## config.mk

```make
export PLATFORM = sky130hd
export DESIGN_NAME = rf_wp_arbiter
export DESIGN_NICKNAME = d
export VERILOG_FILES = /design/src/rtl/rf_wp_arbiter.sv
export SDC_FILE = /design/constraint.sdc
export NUM_CORES = 1
export LEC_CHECK = 0
export CAP_MARGIN = 30
export CORE_MARGIN = 10
export CORE_UTILIZATION = 34
export CTS_BUF_LIST = sky130_fd_sc_hd__clkbuf_4 sky130_fd_sc_hd__clkbuf_8 sky130_fd_sc_hd__clkbuf_16
export DETAILED_ROUTE_END_ITERATION = 7
export PLACE_DENSITY = 0.88
export SKIP_LAST_GASP = 1
export SLEW_MARGIN = 20
export SYNTH_ARGS = -nofsm -noshare
export SYNTH_HDL_FRONTEND = slang
export SYNTH_SLANG_ARGS = --single-unit
```

## constraint.sdc

```tcl
create_clock -name clk -period 3 [get_ports clk]
set_input_delay 0.6 -clock clk [delete_from_list [all_inputs] [get_ports clk]]
set_output_delay 0.6 -clock clk [all_outputs]
set_load 0.01 [all_outputs]
```

## src/rtl/rf_wp_arbiter.sv

```systemverilog
// rtl/rf_wp_arbiter.sv - register-file write-port arbiter between the pipeline and a long-latency unit
module rf_wp_arbiter #(
    parameter int unsigned STARVE_MAX = 4
) (
    input  logic        clk,
    input  logic        rstn,
    input  logic        p_we,
    input  logic [4:0]  p_wa,
    input  logic [31:0] p_wd,
    input  logic        m_valid,
    input  logic [4:0]  m_wa,
    input  logic [31:0] m_wd,
    output logic        m_ready,
    output logic        pipe_stall,
    output logic        rf_we,
    output logic [4:0]  rf_wa,
    output logic [31:0] rf_wd
);

    typedef enum logic {
        NORMAL = 1'b0,
        FORCE  = 1'b1
    } state_t;

    // Last blocked-cycle count before the long-latency unit is forced through
    localparam logic [3:0] CNT_LAST = 4'(STARVE_MAX - 1);

    state_t      state_q;
    state_t      state_d;
    logic [3:0]  cnt_q;
    logic [3:0]  cnt_d;
    logic        p_req;
    logic        m_zero;

    // A write to r0 is meaningless: pipeline r0 writes are not requests,
    // long-latency r0 writes are accepted and dropped.
    assign p_req  = p_we && (p_wa != 5'd0);
    assign m_zero = (m_wa == 5'd0);

    // Stall is a pure decode of the state register so it never glitches on inputs
    assign pipe_stall = (state_q == FORCE);

    // Grant selection and zero-latency steering onto the register-file port
    always_comb begin
        m_ready = 1'b0;
        rf_we   = 1'b0;
        rf_wa   = 5'd0;
        rf_wd   = 32'd0;
        if (rstn) begin
            if (state_q == FORCE) begin
                // Pipeline is frozen this cycle; only the long-latency unit may write
                m_ready = m_valid;
                if (m_valid && !m_zero) begin
                    rf_we = 1'b1;
                    rf_wa = m_wa;
                    rf_wd = m_wd;
                end
            end else if (p_req) begin
                rf_we   = 1'b1;
                rf_wa   = p_wa;
                rf_wd   = p_wd;
                // An r0 write needs no port, so it is accepted alongside the pipeline
                m_ready = m_valid && m_zero;
            end else if (m_valid) begin
                m_ready = 1'b1;
                if (!m_zero) begin
                    rf_we = 1'b1;
                    rf_wa = m_wa;
                    rf_wd = m_wd;
                end
            end
        end
    end

    // Next state and starvation counter
    always_comb begin
        state_d = state_q;
        cnt_d   = cnt_q;
        case (state_q)
            NORMAL: begin
                if (m_valid && m_ready) begin
                    cnt_d = 4'd0;
                end else if (m_valid) begin
                    if (cnt_q >= CNT_LAST) begin
                        state_d = FORCE;
                    end
                    if (cnt_q != 4'hF) begin
                        cnt_d = cnt_q + 4'd1;
                    end
                end
            end
            FORCE: begin
                // Forced grant lasts exactly one cycle, taken or not
                state_d = NORMAL;
                cnt_d   = 4'd0;
            end
            default: begin
                state_d = NORMAL;
                cnt_d   = 4'd0;
            end
        endcase
    end

    // State and counter registers with asynchronous reset
    always_ff @(posedge clk or negedge rstn) begin
        if (!rstn) begin
            state_q <= NORMAL;
            cnt_q   <= 4'd0;
        end else begin
            state_q <= state_d;
            cnt_q   <= cnt_d;
        end
    end

endmodule

```

-- After elaboration in Yosys (flattened, before gate mapping)
Index checks and enable logic that the tools add are counted.
- $add $sub $neg: 1
- magnitude comparators: 1
- equality and inequality tests: 3
- mux-type cells: 30
- bitwise logic cells: 1
- reductions and logical operators: 8
- operators with widths (kind ; count):
    two-way mux 32 bit ; 6
    two-way mux 5 bit ; 6
    two-way mux 1 bit ; 13
    two-way mux 4 bit ; 3
    case mux 4 bit (2 select lines) ; 1
    inequality test 3 bit (second input constant) ; 2
    zero test 5 bit ; 1
    nonzero test 5 bit ; 1
    adder 4 x 1 -> 4 bit (second input constant) ; 1
    greater-or-equal comparator 4 x 2 -> 1 bit (second input constant) ; 1
    logical AND 1 bit ; 4
    inequality test 4 bit (second input constant) ; 1
    case mux 1 bit (2 select lines) ; 1
    AND reduction 2 bit ; 1
    zero test 1 bit ; 1
    NOT 1 bit ; 1
- flip-flop bits (word level): 5
- output and inout port bits: 40
- word-level logic and storage cells: 46

-- Logic depth before layout (Yosys ltp)
Gate-level depths: netlist (run 1).
- word-level depth: 8
- depth in mapped cells: 6
- depth with buffers taken out: 4

-- Worst setup path before layout (run 1)
Ideal clock, no wire load.
- kind: input port to output port
- from: input m_wa[1]
- to: output rf_wd[10]
- data arrival time: 1.728 ns
- required time: 2.400 ns
- path slack: 0.672 ns
- stages: 4
- path buffers: 1
- cells stage by stage: or4_4 > o21a_4 > buf_6 > a31o_1
- longest elaborated chain between the ends: 6
- elaborated cells on any way between the ends: 9
- those cells by class: 6 x mux; 3 x reduce/logical
- RTL lines (element ; line ; text):
    start, declared ; 11 ; input logic [4:0] m_wa,
    zero test 5 bit * ; 38 ; assign m_zero = (m_wa == 5'd0);
    two-way mux 32 bit or zero test 1 bit (tied branches) ; -- ;
    two-way mux 32 bit or logical AND 1 bit (tied branches) ; 64, 53 ;
    two-way mux 32 bit, on equally long branches ; 58, 53 ;
    two-way mux 32 bit * ; 50 ; if (state_q == FORCE) begin
    two-way mux 32 bit * ; 49 ; if (rstn) begin
    end, declared ; 17 ; output logic [31:0] rf_wd
Every way passes the cells marked *; elsewhere a longest branch is shown, timed or not.

-- Final worst setup path (run 1)
- from: input p_wa[3]
- to: output rf_wa[2]
- longest elaborated chain between the ends: 5
- RTL lines (element ; line ; text):
    start, declared ; 8 ; input logic [4:0] p_wa,
    nonzero test 5 bit ; 37 ; assign p_req = p_we && (p_wa != 5'd0);
    logical AND 1 bit ; 37 ;
    two-way mux 5 bit ; 58 ; end else if (p_req) begin
    two-way mux 5 bit ; 50 ;
    two-way mux 5 bit ; 49 ;
    end, declared ; 16 ; output logic [4:0] rf_wa,
No other way between the ends.

==> reports/qor.yml, run 1 <==
number_of_antenna_violations_at_the_first_check_in_global_routing: 0
timing_worst_slew_pin_value_ps: 517
hpwl_after_dpl_um: 5100
crit_path_start_kind: "primary input"
first_global_vias: 2134
placed_cell_area_um2: 2580
async_reset_ff_frac: 1.00
cpMostUsedCell: "sky130_fd_sc_hd__clkdlybuf4s50_1"
final.setup_skew_ps: 0.236
finalWorstPathRequiredPeriod_ps: 2910
tritoncts.num_buffers: 3
final_min_period_over_clock_period: 0.970
reg2reg_to: "cnt_q[2]"
ff2ff_path_depth: 4
setup_viol: 0
clock_slew_at_the_register_clock_pins_of_the_worst_setup_and_hold_paths_ps: 30
area_of_the_multi_input_gates_um2: 1090
fp-row-count: 22
worst_setup_path_end_kind: "primary output"
pin_count_of_the_biggest_net_entering_global_routing: 22
fp.coreArea_um2: 3690
crit_start: "p_wa[3]"
ant_nets_after_route: 0
die_h_um: 81.8
worstHoldStart: "pipe_stall"
synthCells: 186
cp.buffers_inverters: 3
max_stage_delay_ps: 560
fmaxAchievable_ghz: 0.344
crit_arrival_ps: 2310
synthesis.yosys.warnings: 0
power.density_cell_area_nw_per_um2: 297
clkSinkCount: 5
detailedPlace.worstSlack_ps: -278
critPathTopFamily: "buffers and inverters"
drv_slew: 0
route.vias.total: 2074
crit_path_max_fanout: 10
route.final.wire_length_um: 7090
status: "completed"
postSynth.topFlopCell: "sky130_fd_sc_hd__dfrtp_1"
grt_use_total: 0.200
i_o_buffers: 117
static-leakage-power_nw: 1.15
utilization: 0.724
cts_hold_buf: 0
place.gp.congestion: 0.829
synth_area_um2: 1300
nFillCells: 293
cts-htree-levels: 1
dieArea_um2: 6690
boundaryPins: 118
layout.cells.most_common_list: "sky130_fd_sc_hd__clkdlybuf4s50_1, sky130_fd_sc_hd__a211oi_1, sky130_fd_sc_hd__nand2_1, sky130_fd_sc_hd__a31o_1, sky130_fd_sc_hd__buf_4"
peakVddDrop_uv: 155
rr_startpoint: "cnt_q[0]"
worst_skew_pair.late_latency_ps: 220
routedWlPerCell_um: 19.5
synthesis_stage_register_bit_count: 5
nets: 395
leading_cell_type_in_the_layout_fill_and_taps_excluded: "sky130_fd_sc_hd__clkdlybuf4s50_1"
drt-vias-per-instance: 5.71
grt_setup_unrepaired: "no"
cells_along_the_critical_path: "clkdlybuf4s50_1, nor2_2, buf_6, a21oi_1, o22ai_1, clkdlybuf4s50_1"
seq_area_frac_synth: 0.0963
worst_hold_path.num_cells: 1
insertedDiodeCount: 0
min-delay-path-class: "register to register"
synth_enable_flop_cells: 0
yosysUniqueCellTypes: 36
final-seq-area_um2: 125
floorplan.initialDensity: 0.352
die-width_um: 81.8
drt_first_iter_violations: 126
clock_tree.root_cell: "sky130_fd_sc_hd__clkbuf_8"
post_synth_net_total: 265
total_power_mw: 0.792
end_point_of_the_worst_hold_path: "cnt_q[3]"
flow.area_growth_from_synthesis_pct: 106
stdcell_area_um2: 2670
remaining_overflow_grt: 0
post_route_cells_drive_above_1_share: 0.222
relative_slew_slack: 0.655
ff2ff_setup_slack_ps: 1510
post-route-drc-count: 0
required_ps: 2400
post_synth.cell_area_avg_um2: 6.98
cap_viol_max_count: 0
setup_slack_ps: 89.4
final.hold.worst_slack_ps: 628
global_route_wire_length_before_repair_um: 10700
hold_viol_final: 0
drt_pre_antenna_iters: 4
timing_worst_setup_path_type: "primary input to primary output"
worst_path_max_delay_cell: "sky130_fd_sc_hd__clkdlybuf4s50_1"
cts_buffer_depth: 2
cts_tree: "built"
==> cell families after synthesis <==
group / Yosys count / synth area share
mux: 1 / 0.00771
buf+inv: 27 / 0.108
compound gates: 84 / 0.513
flops: 5 / 0.0963
simple gates: 68 / 0.265
fa+ha+maj: 1 / 0.00963
==> worst reg2reg max path, stage by stage, from the launching register on <==
cell and delay (ps):
sky130_fd_sc_hd__dfrtp_1 400, sky130_fd_sc_hd__ha_1 270, sky130_fd_sc_hd__and4b_1 200, sky130_fd_sc_hd__or3_1 360
sky130_fd_sc_hd__a211oi_1 170
==> flip-flops by register name, indices dropped and copies added, names as in the netlist <==
| signal | cells |
|---|---|
| pipe_stall | 1 |
| cnt_q | 4 |
==> worst max path at each step <==
stage | to | slack, ps | depth (start not counted)
2_1_floorplan | rf_wd[10] | 670 | 4
5_1_grt | rf_wa[1] | 6 | 6
3_3_place_gp | rf_wd[31] | -260 | 5
3_5_place_dp | rf_wd[31] | -280 | 5
6_report | rf_wa[2] | 90 | 6
4_1_cts | rf_wd[31] | -140 | 6
==> layer usage <==
metal	share of wire	GRT usage	vias to the layer above
met5	0	0	-
met4	0.021	0.0748	0
met3	0.11	0.0786	8
met2	0.48	0.334	107
met1	0.39	0.225	960
li1	-	-	999
==> per-stage QoR <==
step	TNS, ps	instances
2_1_floorplan	0	186
5_1_grt	0	363
3_3_place_gp	-7720	345
3_5_place_dp	-8090	345
4_1_cts	-1340	359
6_report	0	363
==> what timing repair did <==
action / CTS / global route
buffers inserted: 7 / 3
pin swaps: 3 / 3
endpoints found under the setup margin: 36 / 38
gates resized for setup: 73 / 46
cloned: 3 / 1
==> Yosys cell counts, drive strengths merged, types with 2 or more instances <==
library cell   n  share of area
nor2b          4          0.019
nand3b         3          0.017
a31o          33           0.22
clkbuf         9          0.026
o21a           2          0.017
and2           3          0.014
buf           17          0.079
a21oi          3          0.012
and4           2          0.013
o22ai          2         0.0096
nor2           2         0.0058
nand2b         2         0.0096
nand3          8          0.031
or3            2         0.0096
a2111oi        3          0.020
a211oi        35           0.20
nand4          4          0.019
dfrtp          5          0.096
nand2         34          0.098
a31oi          3          0.014
==> cell type report <==
cell class,instances,share of cell area
Timing Repair Buffer,148,0.502
Multi-Input combinational cell,157,0.409
Sequential cell,5,0.0468
Inverter,1,0.00141
Tap cell,48,0.0225
Clock buffer,4,0.0183
==> power breakdown <==
| part | switching, mW | internal, mW | leakage [nW] | total [mW] |
|---|---|---|---|---|
| clock | 0.0310 | 0.100 | 0.0262 | 0.131 |
| combinational | 0.251 | 0.292 | 1.06 | 0.543 |
| sequential | 0.0286 | 0.0892 | 0.0663 | 0.118 |
(Power assumes the default switching activity.)
==> run 2: changes to the inputs <==
- CORE_UTILIZATION: 34 -> 28
- PLACE_DENSITY: 0.88 -> 0.77
- clock period: 3 -> 2.6 ns (I/O delays scaled with it)
==> run 2 against run 1 <==
Effect of this change: register-to-register slack got worse by 430 ps; non-clock buffer count rose by 1; first-iteration DRC count fell by 21%; critical path depth did not move; sequential cell count did not move; combinational power rose by 27%; critical path type unchanged; largest cell class unchanged.
==> reports/qor.yml, run 2 (synthesis results as in run 1) <==
status: "completed"
fmaxAchievable_ghz: 0.391
setup_viol: 0  # unchanged
route.final.wire_length_um: 7310  # +3.0%
timing_worst_slew_pin_value_ps: 367  # -150 ps
required_ps: 2080  # -320 ps
die_h_um: 88.1  # +7.7%
final_min_period_over_clock_period: 0.983
drt_first_iter_violations: 100  # -21%
finalWorstPathRequiredPeriod_ps: 2560
crit_path_start_kind: "primary input"
placed_cells_incl_taps: 351  # +1.7%
cts-htree-levels: 1  # unchanged
clock_slew_at_the_register_clock_pins_of_the_worst_setup_and_hold_paths_ps: 40  # about the same
stdcell_area_um2: 2800  # +5.0%
routedWlPerCell_um: 19.9  # +1.6%
global_route_wire_length_before_repair_um: 11000  # +2.3%
nFillCells: 382  # +30%
post_route_cells_drive_above_1_share: 0.193  # -0.0292
die-width_um: 88.1  # +7.7%
cts_tree: "built"
number_of_antenna_violations_at_the_first_check_in_global_routing: 0  # unchanged
tritoncts.num_buffers: 3  # unchanged
rr_startpoint: "cnt_q[0]"
crit_arrival_ps: 2040  # -270 ps
static-leakage-power_nw: 1.16  # +1.1%
cap_viol_max_count: 0  # unchanged
worst_skew_pair.late_latency_ps: 230  # about the same
fp.coreArea_um2: 4410  # +20%
clkSinkCount: 5  # unchanged
remaining_overflow_grt: 0  # unchanged
drv_slew: 0  # unchanged
ff2ff_setup_slack_ps: 1080  # -430 ps
i_o_buffers: 117  # unchanged
ff2ff_path_depth: 4  # unchanged
cts_hold_buf: 0  # unchanged
drt_pre_antenna_iters: 4  # unchanged
area_of_the_multi_input_gates_um2: 1120  # +2.4%
relative_slew_slack: 0.749  # +0.0939
hpwl_after_dpl_um: 5050  # -0.92%
min-delay-path-class: "primary input to async pin"
ant_nets_after_route: 0  # unchanged
largest_reg_flops: 4  # unchanged
utilization: 0.635  # -0.0890
power.density_cell_area_nw_per_um2: 350  # +18%
grt_setup_unrepaired: "yes"
flow.area_growth_from_synthesis_pct: 116
reg2reg_to: "cnt_q[2]"
boundaryPins: 118  # unchanged
fp-row-count: 24  # +9.1%
placed_cell_area_um2: 2580  # +0.29%
setup_total_negative_slack_ps: 0  # unchanged
worst_setup_path_end_kind: "primary output"
nets: 396  # +0.25%
hold_viol_final: 0  # unchanged
insertedDiodeCount: 0  # unchanged
crit_path_max_fanout: 6  # -4
dieArea_um2: 7760  # +16%
layout.cells.most_common_list: "sky130_fd_sc_hd__clkdlybuf4s50_1, sky130_fd_sc_hd__a211oi_1, sky130_fd_sc_hd__nand2_1, sky130_fd_sc_hd__a31o_1"
post-route-drc-count: 0  # unchanged
floorplan.initialDensity: 0.294  # -0.0579
pin_count_of_the_biggest_net_entering_global_routing: 28  # +27%
final.setup_skew_ps: 6.41  # +6.17 ps
timing_worst_setup_path_type: "primary input to primary output"
grt_use_total: 0.172  # -0.0276
drt-vias-per-instance: 5.57  # -2.5%
route.vias.total: 2049  # -1.2%
final_instance_count_without_filler_cells: 368  # +1.4%
final-seq-area_um2: 125  # unchanged
final.hold.worst_slack_ps: 341  # -286 ps
clock_tree.root_cell: "sky130_fd_sc_hd__clkbuf_8"
peakVddDrop_uv: 191  # +23%
first_global_vias: 2127  # -0.33%
leading_cell_type_in_the_layout_fill_and_taps_excluded: "sky130_fd_sc_hd__clkdlybuf4s50_1"
regMostFlops: "cnt_q"
place.gp.congestion: 0.847  # +2.1%
cts_buffer_depth: 2  # unchanged
## run 2: cell types whose count changed in the layout (fill, tap and decap cells not counted), sizes merged
cell           delta
buf               -3
bufbuf            +1
clkbuf           -10
clkdlybuf4s15    +15
clkdlybuf4s50     -9
dlygate4sd2      +10
dlymetal6s2s      -3
## run 2: what timing repair did
item,4_1_cts,5_1_grt
gates cloned,4,0
resized for setup,117,15
buffers inserted,8,1
pin swaps,7,1
endpoints found under the setup margin,39,34
## run 2: per-layer routing
| layer | vias to the layer above | GRT usage | part of all wire |
|---|---|---|---|
| li1 | 1004 | - | - |
| met3 | 17 | 0.0622 | 0.11 |
| met2 | 99 | 0.291 | 0.47 |
| met1 | 929 | 0.196 | 0.39 |
| met5 | - | 0 | 0 |
| met4 | 0 | 0.0585 | 0.026 |
## run 2: critical path, stage by stage
cell	delay, ps
sky130_fd_sc_hd__dlygate4sd2_1	240
sky130_fd_sc_hd__or4_4	500
sky130_fd_sc_hd__o21a_4	290
sky130_fd_sc_hd__buf_6	130
sky130_fd_sc_hd__a31o_4	240
sky130_fd_sc_hd__buf_6	120
## run 2: worst max-delay path by stage
| stage | startpoint | end | slack [ps] |
|---|---|---|---|
| finish | m_wa[1] | rf_wd[0] | 40 |
| global route | p_wa[0] | rf_wd[4] | -20 |
| CTS | m_wa[4] | rf_wd[31] | -30 |
| detailed placement | m_wa[1] | rf_wd[31] | -530 |
| global placement | m_wa[1] | rf_wd[31] | -510 |
| floorplan | m_wa[1] | rf_wd[10] | 430 |
## run 2: where the power goes
group	leakage (nW)	internal (mW)	switching, mW
sequential	0.0663	0.103	0.0269
clock	0.0262	0.116	0.0443
combinational	1.07	0.378	0.311
## run 2: layout make-up
| type | count | share of cell area |
|---|---|---|
| clock buffer | 4 | 0.0174 |
| tap | 52 | 0.0232 |
| inverter | 1 | 0.00134 |
| timing repair buffer | 149 | 0.515 |
| multi-input combinational | 157 | 0.399 |
| sequential | 5 | 0.0446 |
## run 2: metrics by stage
step / power [mW] / setup WS, ps
2_1_floorplan: 0.433 / 432
5_1_grt: 1.04 / -18.1
4_1_cts: 0.973 / -29.8
3_3_place_gp: 0.778 / -509
6_report: 0.980 / 43.6
3_5_place_dp: 0.786 / -531
